==> config.mk <==
export PLATFORM = sky130hd
export DESIGN_NAME = mem_arbiter
export DESIGN_NICKNAME = d
export VERILOG_FILES = /design/src/rtl/cpu_types_pkg.sv /design/src/rtl/mem_arb_timer.sv /design/src/rtl/mem_arbiter.sv
export SDC_FILE = /design/constraint.sdc
export NUM_CORES = 1
export LEC_CHECK = 0
export CAP_MARGIN = 40
export CORE_UTILIZATION = 34
export DETAILED_ROUTE_END_ITERATION = 8
export PLACE_DENSITY = 0.8
export SETUP_SLACK_MARGIN = 0.3
export SLEW_MARGIN = 20
export SYNTH_ARGS = -nofsm -noshare
export SYNTH_HDL_FRONTEND = slang
export SYNTH_SLANG_ARGS = --single-unit
export TNS_END_PERCENT = 10
==> constraint.sdc <==
create_clock -name CLK -period 2 [get_ports CLK]
set_input_delay 0.3 -clock CLK [delete_from_list [all_inputs] [get_ports CLK]]
set_output_delay 0.3 -clock CLK [all_outputs]
set_load 0.01 [all_outputs]
==> src/rtl/cpu_types_pkg.sv <==
// Shared CPU/memory types: word type, RAM handshake state, arbiter FSM state.
package cpu_types_pkg;

  typedef logic [31:0] word_t;

  // Status reported by the RAM for the access currently presented to it
  typedef enum logic [1:0] {
    FREE   = 2'd0,
    BUSY   = 2'd1,
    ACCESS = 2'd2,
    ERROR  = 2'd3
  } ramstate_t;

  // Arbiter ownership of the RAM port
  typedef enum logic [1:0] {
    IDLE   = 2'd0,
    IGRANT = 2'd1,
    DGRANT = 2'd2
  } arbstate_t;

  // 16-bit increment that sticks at all-ones instead of wrapping
  function automatic logic [15:0] sat_inc16(input logic [15:0] v);
    return (v == 16'hFFFF) ? v : v + 16'd1;
  endfunction

endpackage

==> src/rtl/mem_arb_timer.sv <==
// Grant watchdog: counts cycles while enabled, flags expiry on the
// TIMEOUT-th enabled cycle since the last clear.
module mem_arb_timer #(
  parameter int TIMEOUT = 15
) (
  input  logic CLK,
  input  logic nRST,
  input  logic clear,
  input  logic enable,
  output logic expire
);

  localparam int CW = (TIMEOUT > 1) ? $clog2(TIMEOUT + 1) : 1;

  logic [CW-1:0] count_q, count_d;

  // Expiry is raised during the last allowed grant cycle so the abort
  // lands on the same edge at which the count would reach TIMEOUT.
  assign expire = enable && (count_q == CW'(TIMEOUT - 1));

  // Next count: clear wins, otherwise advance while enabled and not expired
  always_comb begin
    count_d = count_q;
    if (clear) begin
      count_d = '0;
    end else if (enable && !expire) begin
      count_d = count_q + CW'(1);
    end
  end

  // Count register
  always_ff @(posedge CLK or negedge nRST) begin
    if (!nRST) begin
      count_q <= '0;
    end else begin
      count_q <= count_d;
    end
  end

endmodule

==> src/rtl/mem_arbiter.sv <==
// Instruction/data arbiter in front of a single RAM port. Data requests win.
// Request is latched on grant entry; RAM port is driven only from latches.
// Optional build macro MEM_ARBITER_STATS_EN adds icount/dcount completion
// counters (16-bit, saturating).
module mem_arbiter
  import cpu_types_pkg::*;
#(
  parameter int TIMEOUT = 15
) (
  input  logic      CLK,
  input  logic      nRST,
  input  logic      iREN,
  input  word_t     iaddr,
  output logic      iwait,
  output word_t     iload,
  input  logic      dREN,
  input  logic      dWEN,
  input  word_t     daddr,
  input  word_t     dstore,
  output logic      dwait,
  output word_t     dload,
  output logic      ramREN,
  output logic      ramWEN,
  output word_t     ramaddr,
  output word_t     ramstore,
  input  word_t     ramload,
  input  ramstate_t ramstate,
`ifdef MEM_ARBITER_STATS_EN
  output logic [15:0] icount,
  output logic [15:0] dcount,
`endif
  output logic      err
);

  arbstate_t state_q, state_d;
  word_t     addr_q, addr_d;
  word_t     store_q, store_d;
  logic      wen_q, wen_d;
  logic      err_q, err_d;
  logic      i_done, d_done;
  logic      dreq;
  logic      in_grant;
  logic      timer_expire;

  assign dreq     = dREN | dWEN;
  assign in_grant = (state_q != IDLE);

  mem_arb_timer #(.TIMEOUT(TIMEOUT)) u_timer (
    .CLK    (CLK),
    .nRST   (nRST),
    .clear  (!in_grant),
    .enable (in_grant),
    .expire (timer_expire)
  );

  // Arbitration, latching on grant entry, and grant termination
  always_comb begin
    state_d = state_q;
    addr_d  = addr_q;
    store_d = store_q;
    wen_d   = wen_q;
    err_d   = err_q;
    i_done  = 1'b0;
    d_done  = 1'b0;
    case (state_q)
      IDLE: begin
        if (dreq) begin
          state_d = DGRANT;
          addr_d  = daddr;
          store_d = dstore;
          wen_d   = dWEN;          // dREN+dWEN together is taken as a write
        end else if (iREN) begin
          state_d = IGRANT;
          addr_d  = iaddr;
          wen_d   = 1'b0;
        end
      end
      IGRANT: begin
        if (!iREN) begin
          state_d = IDLE;          // requester gave up: abandon quietly
        end else if (ramstate == ACCESS) begin
          i_done  = 1'b1;
          state_d = IDLE;
        end else if (ramstate == ERROR || timer_expire) begin
          err_d   = 1'b1;
          state_d = IDLE;
        end
      end
      DGRANT: begin
        if (!dreq) begin
          state_d = IDLE;
        end else if (ramstate == ACCESS) begin
          d_done  = 1'b1;
          state_d = IDLE;
        end else if (ramstate == ERROR || timer_expire) begin
          err_d   = 1'b1;
          state_d = IDLE;
        end
      end
      default: state_d = IDLE;
    endcase
  end

  // FSM state, request latches and sticky error
  always_ff @(posedge CLK or negedge nRST) begin
    if (!nRST) begin
      state_q <= IDLE;
      addr_q  <= '0;
      store_q <= '0;
      wen_q   <= 1'b0;
      err_q   <= 1'b0;
    end else begin
      state_q <= state_d;
      addr_q  <= addr_d;
      store_q <= store_d;
      wen_q   <= wen_d;
      err_q   <= err_d;
    end
  end

  // RAM port comes only from latched values; enables only while granted
  assign ramREN   = in_grant && !wen_q;
  assign ramWEN   = in_grant &&  wen_q;
  assign ramaddr  = addr_q;
  assign ramstore = store_q;

  // Waits follow the raw requests but are forced low while reset is held
  assign iwait = nRST && iREN && !i_done;
  assign dwait = nRST && dreq && !d_done;
  assign iload = i_done ? ramload : 32'h0;
  assign dload = d_done ? ramload : 32'h0;
  assign err   = err_q;

`ifdef MEM_ARBITER_STATS_EN
  logic [15:0] icount_q, icount_d, dcount_q, dcount_d;

  // Completion counters, saturating
  always_comb begin
    icount_d = i_done ? sat_inc16(icount_q) : icount_q;
    dcount_d = d_done ? sat_inc16(dcount_q) : dcount_q;
  end

  // Counter registers
  always_ff @(posedge CLK or negedge nRST) begin
    if (!nRST) begin
      icount_q <= '0;
      dcount_q <= '0;
    end else begin
      icount_q <= icount_d;
      dcount_q <= dcount_d;
    end
  end

  assign icount = icount_q;
  assign dcount = dcount_q;
`endif

endmodule

* Yosys cells after proc, flatten, opt, wreduce, memory -nomap -nowiden
Index checks and enable logic that the tools add are counted. Widths: inputs -> output; s select.
Cells by class: bitwise logic cells 1, add/subtract/negate cells 1, muxes and demuxes 25, equal/unequal tests 9, reductions and logical operators 20
Operators with widths (count):
- $mux 32 | 4
- $mux 2 | 6
- $mux 1 | 11
- $logic_and 1x1->1 | 8
- $mux 4 | 2
- $eq 2x2->1 const B | 3
- $pmux 2 s3 | 1
- $reduce_bool 2->1 | 3
- $add 4x1->4 const B | 1
- $eq 4x4->1 const B | 1
- $logic_not 1->1 | 4
- $ne 2x2->1 const B | 2
- $reduce_and 2->1 | 2
- $ne 3x3->1 const B | 1
- $reduce_and 3->1 | 1
- $eq 2x1->1 const B | 1
- $logic_not 2->1 | 1
- $ne 2x1->1 const B | 1
- $pmux 1 s2 | 1
- $logic_or 1x1->1 | 1
- $or 1x1->1 | 1
Storage, ports and cells: bits in registers 72, output and inout port bits 133, logic and storage cells 62, input bits 135

* Depth between registers and ports, before layout
word-level depth 7, depth in mapped cells 5, gate-level depth less buffers 5

* By module
Synthesis repeated with hierarchy kept, for this count alone.
Unflattened totals: cells, all modules 291, area, all modules 3702.3 µm²
By module, submodules not included:
- mem_arbiter | area an instance 3448.3 µm², cells an instance 267, seq. area each 1701.6 µm², times used 1
- mem_arb_timer | area an instance 254.0 µm², cells an instance 24, seq. area each 100.1 µm², times used 1

* Worst setup path after synthesis
Ideal clock, no wire load.
kind register to output, start register state_q[1], end output port dload[22], cell stages (with the launch flop) 5, arrival 1.303 ns, setup slack 0.397 ns, required time 1.700 ns, path buffers 1, cells stage by stage dfrtp_1 inv_1 nor4_2 clkbuf_1 and2_1
On the way: cells in the longest elaborated chain, start to end 3
RTL lines:
- from (decl) | RTL line mem_arbiter.sv:35 | arbstate_t state_q, state_d;
- from (signal assigned) | RTL line mem_arbiter.sv:113 | state_q <= state_d;
- $eq 2x2->1 | RTL line mem_arbiter.sv:65 | case (state_q)
- $mux 1 | RTL line mem_arbiter.sv:65
- $mux 32 | RTL line mem_arbiter.sv:131 | assign dload = d_done ? ramload : 32'h0;
- to (decl) | RTL line mem_arbiter.sv:21 | output word_t dload,
No other way between the ends.

* Worst setup path after layout
start register state_q[1], end output port iload[12]
On the way: cells in the longest elaborated chain, start to end 3
RTL lines:
- $eq 2x1->1 | RTL line mem_arbiter.sv:65
- $mux 1 | RTL line mem_arbiter.sv:65
- $mux 32 | RTL line mem_arbiter.sv:130 | assign iload = i_done ? ramload : 32'h0;
- to (decl) | RTL line mem_arbiter.sv:15 | output word_t iload,
No other way between the ends.

==> results.ini <==
[routing]
finalWirelength_mm = 12.7
drt-wirelength-per-cell_um = 17.6
ant_nets = 0
vias_per_cell = 4.72
dr_wl_met2_mm = 6.67
drc = 0
vias = 3403
top_layer_used = met4
first_pass_iters = 5
route.met3.wl_mm = 1.10
wl_met1_mm = 4.61
drt-initial-drc-count = 108

[global_routing]
grt_max_degree = 38
grt_pass1_wl_mm = 18.9
grt.overflow.total = 0
grt_pass1_vias = 3696
antenna_found_initial = 0
track_usage_pct = 22.2

[worst_setup_path]
reg2reg_from = state_q[1]$_DFFE_PN0P_
crit_type = reg -> out
arrival_ps = 1720
critical_path.max_fanout = 8
end_kind = output pin
startpoint = state_q[1]$_DFFE_PN0P_
cp_data_required_time_ps = 1700
cp-start-kind = register

[clocking]
cts_sinks = 72
postCtsHoldBufs = 0
clk_pin_slew_ps = 80
cts.htree.levels = 3
clockRootBuffer = clkbuf_8
insertion_delay_ps = 330
cts_tree = yes
clock_path_buffers = 2
cts_buffers = 9

[power]
clock_power_share_pct = 21.9
power_leakage_nw = 3.36
switching_share_pct = 27.7
seq_power_share_pct = 38.0
power_switching_mw = 1.44
powerDensity_nw_per_um2 = 715
irDropWorstVdd_mv = 0.598
combPwrFrac_pct = 40.1
p_int_mw = 3.76

[timing]
max_freq_mhz = 495
maxSlewHeadroom_pct = 69.0
grt_setup_unrepaired = true
finalCritPeriodShare_pct = 101
tightest_slew_ps = 464
finalHoldViolCount = 0
maxSlewViolCount = 0
setup_violations = 9
finalClockSkew_ps = 12.5
timing.final.ws_setup_ps = -20.7
period_minus_slack_ps = 2020

[synth]
synth_top_area_share_pct = 50.1
syn_avg_cell_area_um2 = 12.7
ys_async_sr_fraction_pct = 100
yosys_register_bits = 72
yosysTopAreaCell = dfrtp_1
synth_ff_type = dfrtp_1
yosysMostFrequentCell = mux2_2
syn-num-nets = 421
synth_cell_types = 29
synthCells = 284
netlist_area_um2 = 3600
synth_warnings = 0
synthTopCellsByArea = dfrtp_1 50%, mux2_2 29%, and2_1 11%
synthTopCellsByCount = 94 x mux2_2, 72 x dfrtp_1, 64 x and2_1
synth_edf_count = 0
yosysSeqAreaShare_pct = 50.1

[outcome]
violations = setup timing
status = finished with violations

[place]
place_congestion = 0.826
dp_hpwl_mm = 9.11
portBuffers = 267
dp_slack_ps = -354

[job]
drv_cap = 0

[die]
boundaryPins = 268
placementRows = 37
core_region_area_um2 = 10300
dieArea_um2 = 11000
die_w_um = 105
start_util_pct = 35.0
die_y_um = 105

[finish]
diodes = 0
area_growth_pct = 102
drive_gt1_share_pct = 44.8
final_nets = 717
fin_util_pct = 70.8

[hold_path]
min_path_type = in -> async

==> cell usage in the layout (no fill, tap or decap), types with 3 or more instances in the layout <==
cell               n
and2_1            24
and2_4            40
buf_12             6
buf_2             28
buf_4             17
buf_6             47
clkbuf_8          10
clkdlybuf4s50_1  194
dfrtp_1           72
dlygate4sd2_1      4
mux2_2            32
mux2_4            64
nand3_1            3
nor2_1             4
nor2_4             3
==> power groups by stage <==
stage	combinational, mW	sequential [mW]	clock [mW]
after floorplan	0.524	2.11	0
after global placement	1.78	1.96	0
after detailed placement	1.81	1.98	0
after CTS	1.84	1.96	1.16
after global routing	2.21	2.02	1.24
final	2.09	1.98	1.14
==> cell families (layout without fill, tap and decap cells) <==
group,Yosys count,count (layout),synth area share [%]
mux,96,96,30.0
simple gates,84,84,14.4
flops,72,72,50.1
buf+inv,17,318,2.09
compound gates,11,11,2.26
fa+ha+maj,2,2,0.695
xor+xnor,2,2,0.487
==> final timing paths <==
kind,end,slack (ps),cells past startpoint
worst min-delay path,ramaddr[24]$_DFFE_PN0P_,20,2
worst max-delay path,iload[12],-20,7
min in group CLK,err$_DFFE_PN0P_,440,4
worst min register to register,err$_DFFE_PN0P_,470,1
max in group asynchronous,ramaddr[1]$_DFFE_PN0P_,1430,3
worst max register to register,ramaddr[23]$_DFFE_PN0P_,210,8
==> critical path: stages, from the launching register on <==
cell	delay [ps]
dfrtp_1	410
buf_6	120
nand3b_1	200
nor2_4	150
buf_6	140
clkbuf_16	150
and2_4	140
buf_6	90
==> repair_timing <==
item,in CTS,in global routing
pin swaps,11,33
resized for setup,292,147
gates cloned,3,1
buffers inserted,11,3
setup endpoints to repair,100,66
==> layout make-up <==
class	instances	area, um^2
Timing Repair Buffer	300	2990
Sequential cell	72	1800
Fill cell	740	3000
Tap cell	136	170
Multi-Input combinational cell	195	2120
Clock buffer	11	141
Clock inverter	5	56.3
Inverter	2	7.51
==> through the flow <==
step / hold WS (ps) / TNS [ps] / power [mW] / area, um^2 / instances
2_1_floorplan: 4.41 / 0 / 2.63 / 3600 / 284
3_3_place_gp: 445 / -21160 / 3.73 / 6570 / 686
3_5_place_dp: 401 / -23610 / 3.79 / 6590 / 687
4_1_cts: 34.3 / -1610 / 4.95 / 6650 / 717
5_1_grt: 60.1 / -1800 / 5.47 / 7280 / 721
6_report: 24.4 / -112 / 5.20 / 7280 / 721
==> state kept, by name, summed over array words and instances (netlist names) <==
| register | count |
|---|---|
| ramaddr | 32 |
| ramstore | 32 |
| u_timer.count_q | 4 |
| state_q | 2 |
| err | 1 |
| wen_q | 1 |
==> layer usage <==
layer	vias to the layer above	global-route usage, %
met3	26	8.48
met5	-	0
li1	1569	-
met4	0	7.85
met2	177	41.0
met1	1631	22.7
Note: power is estimated with default switching activity, not from simulation.
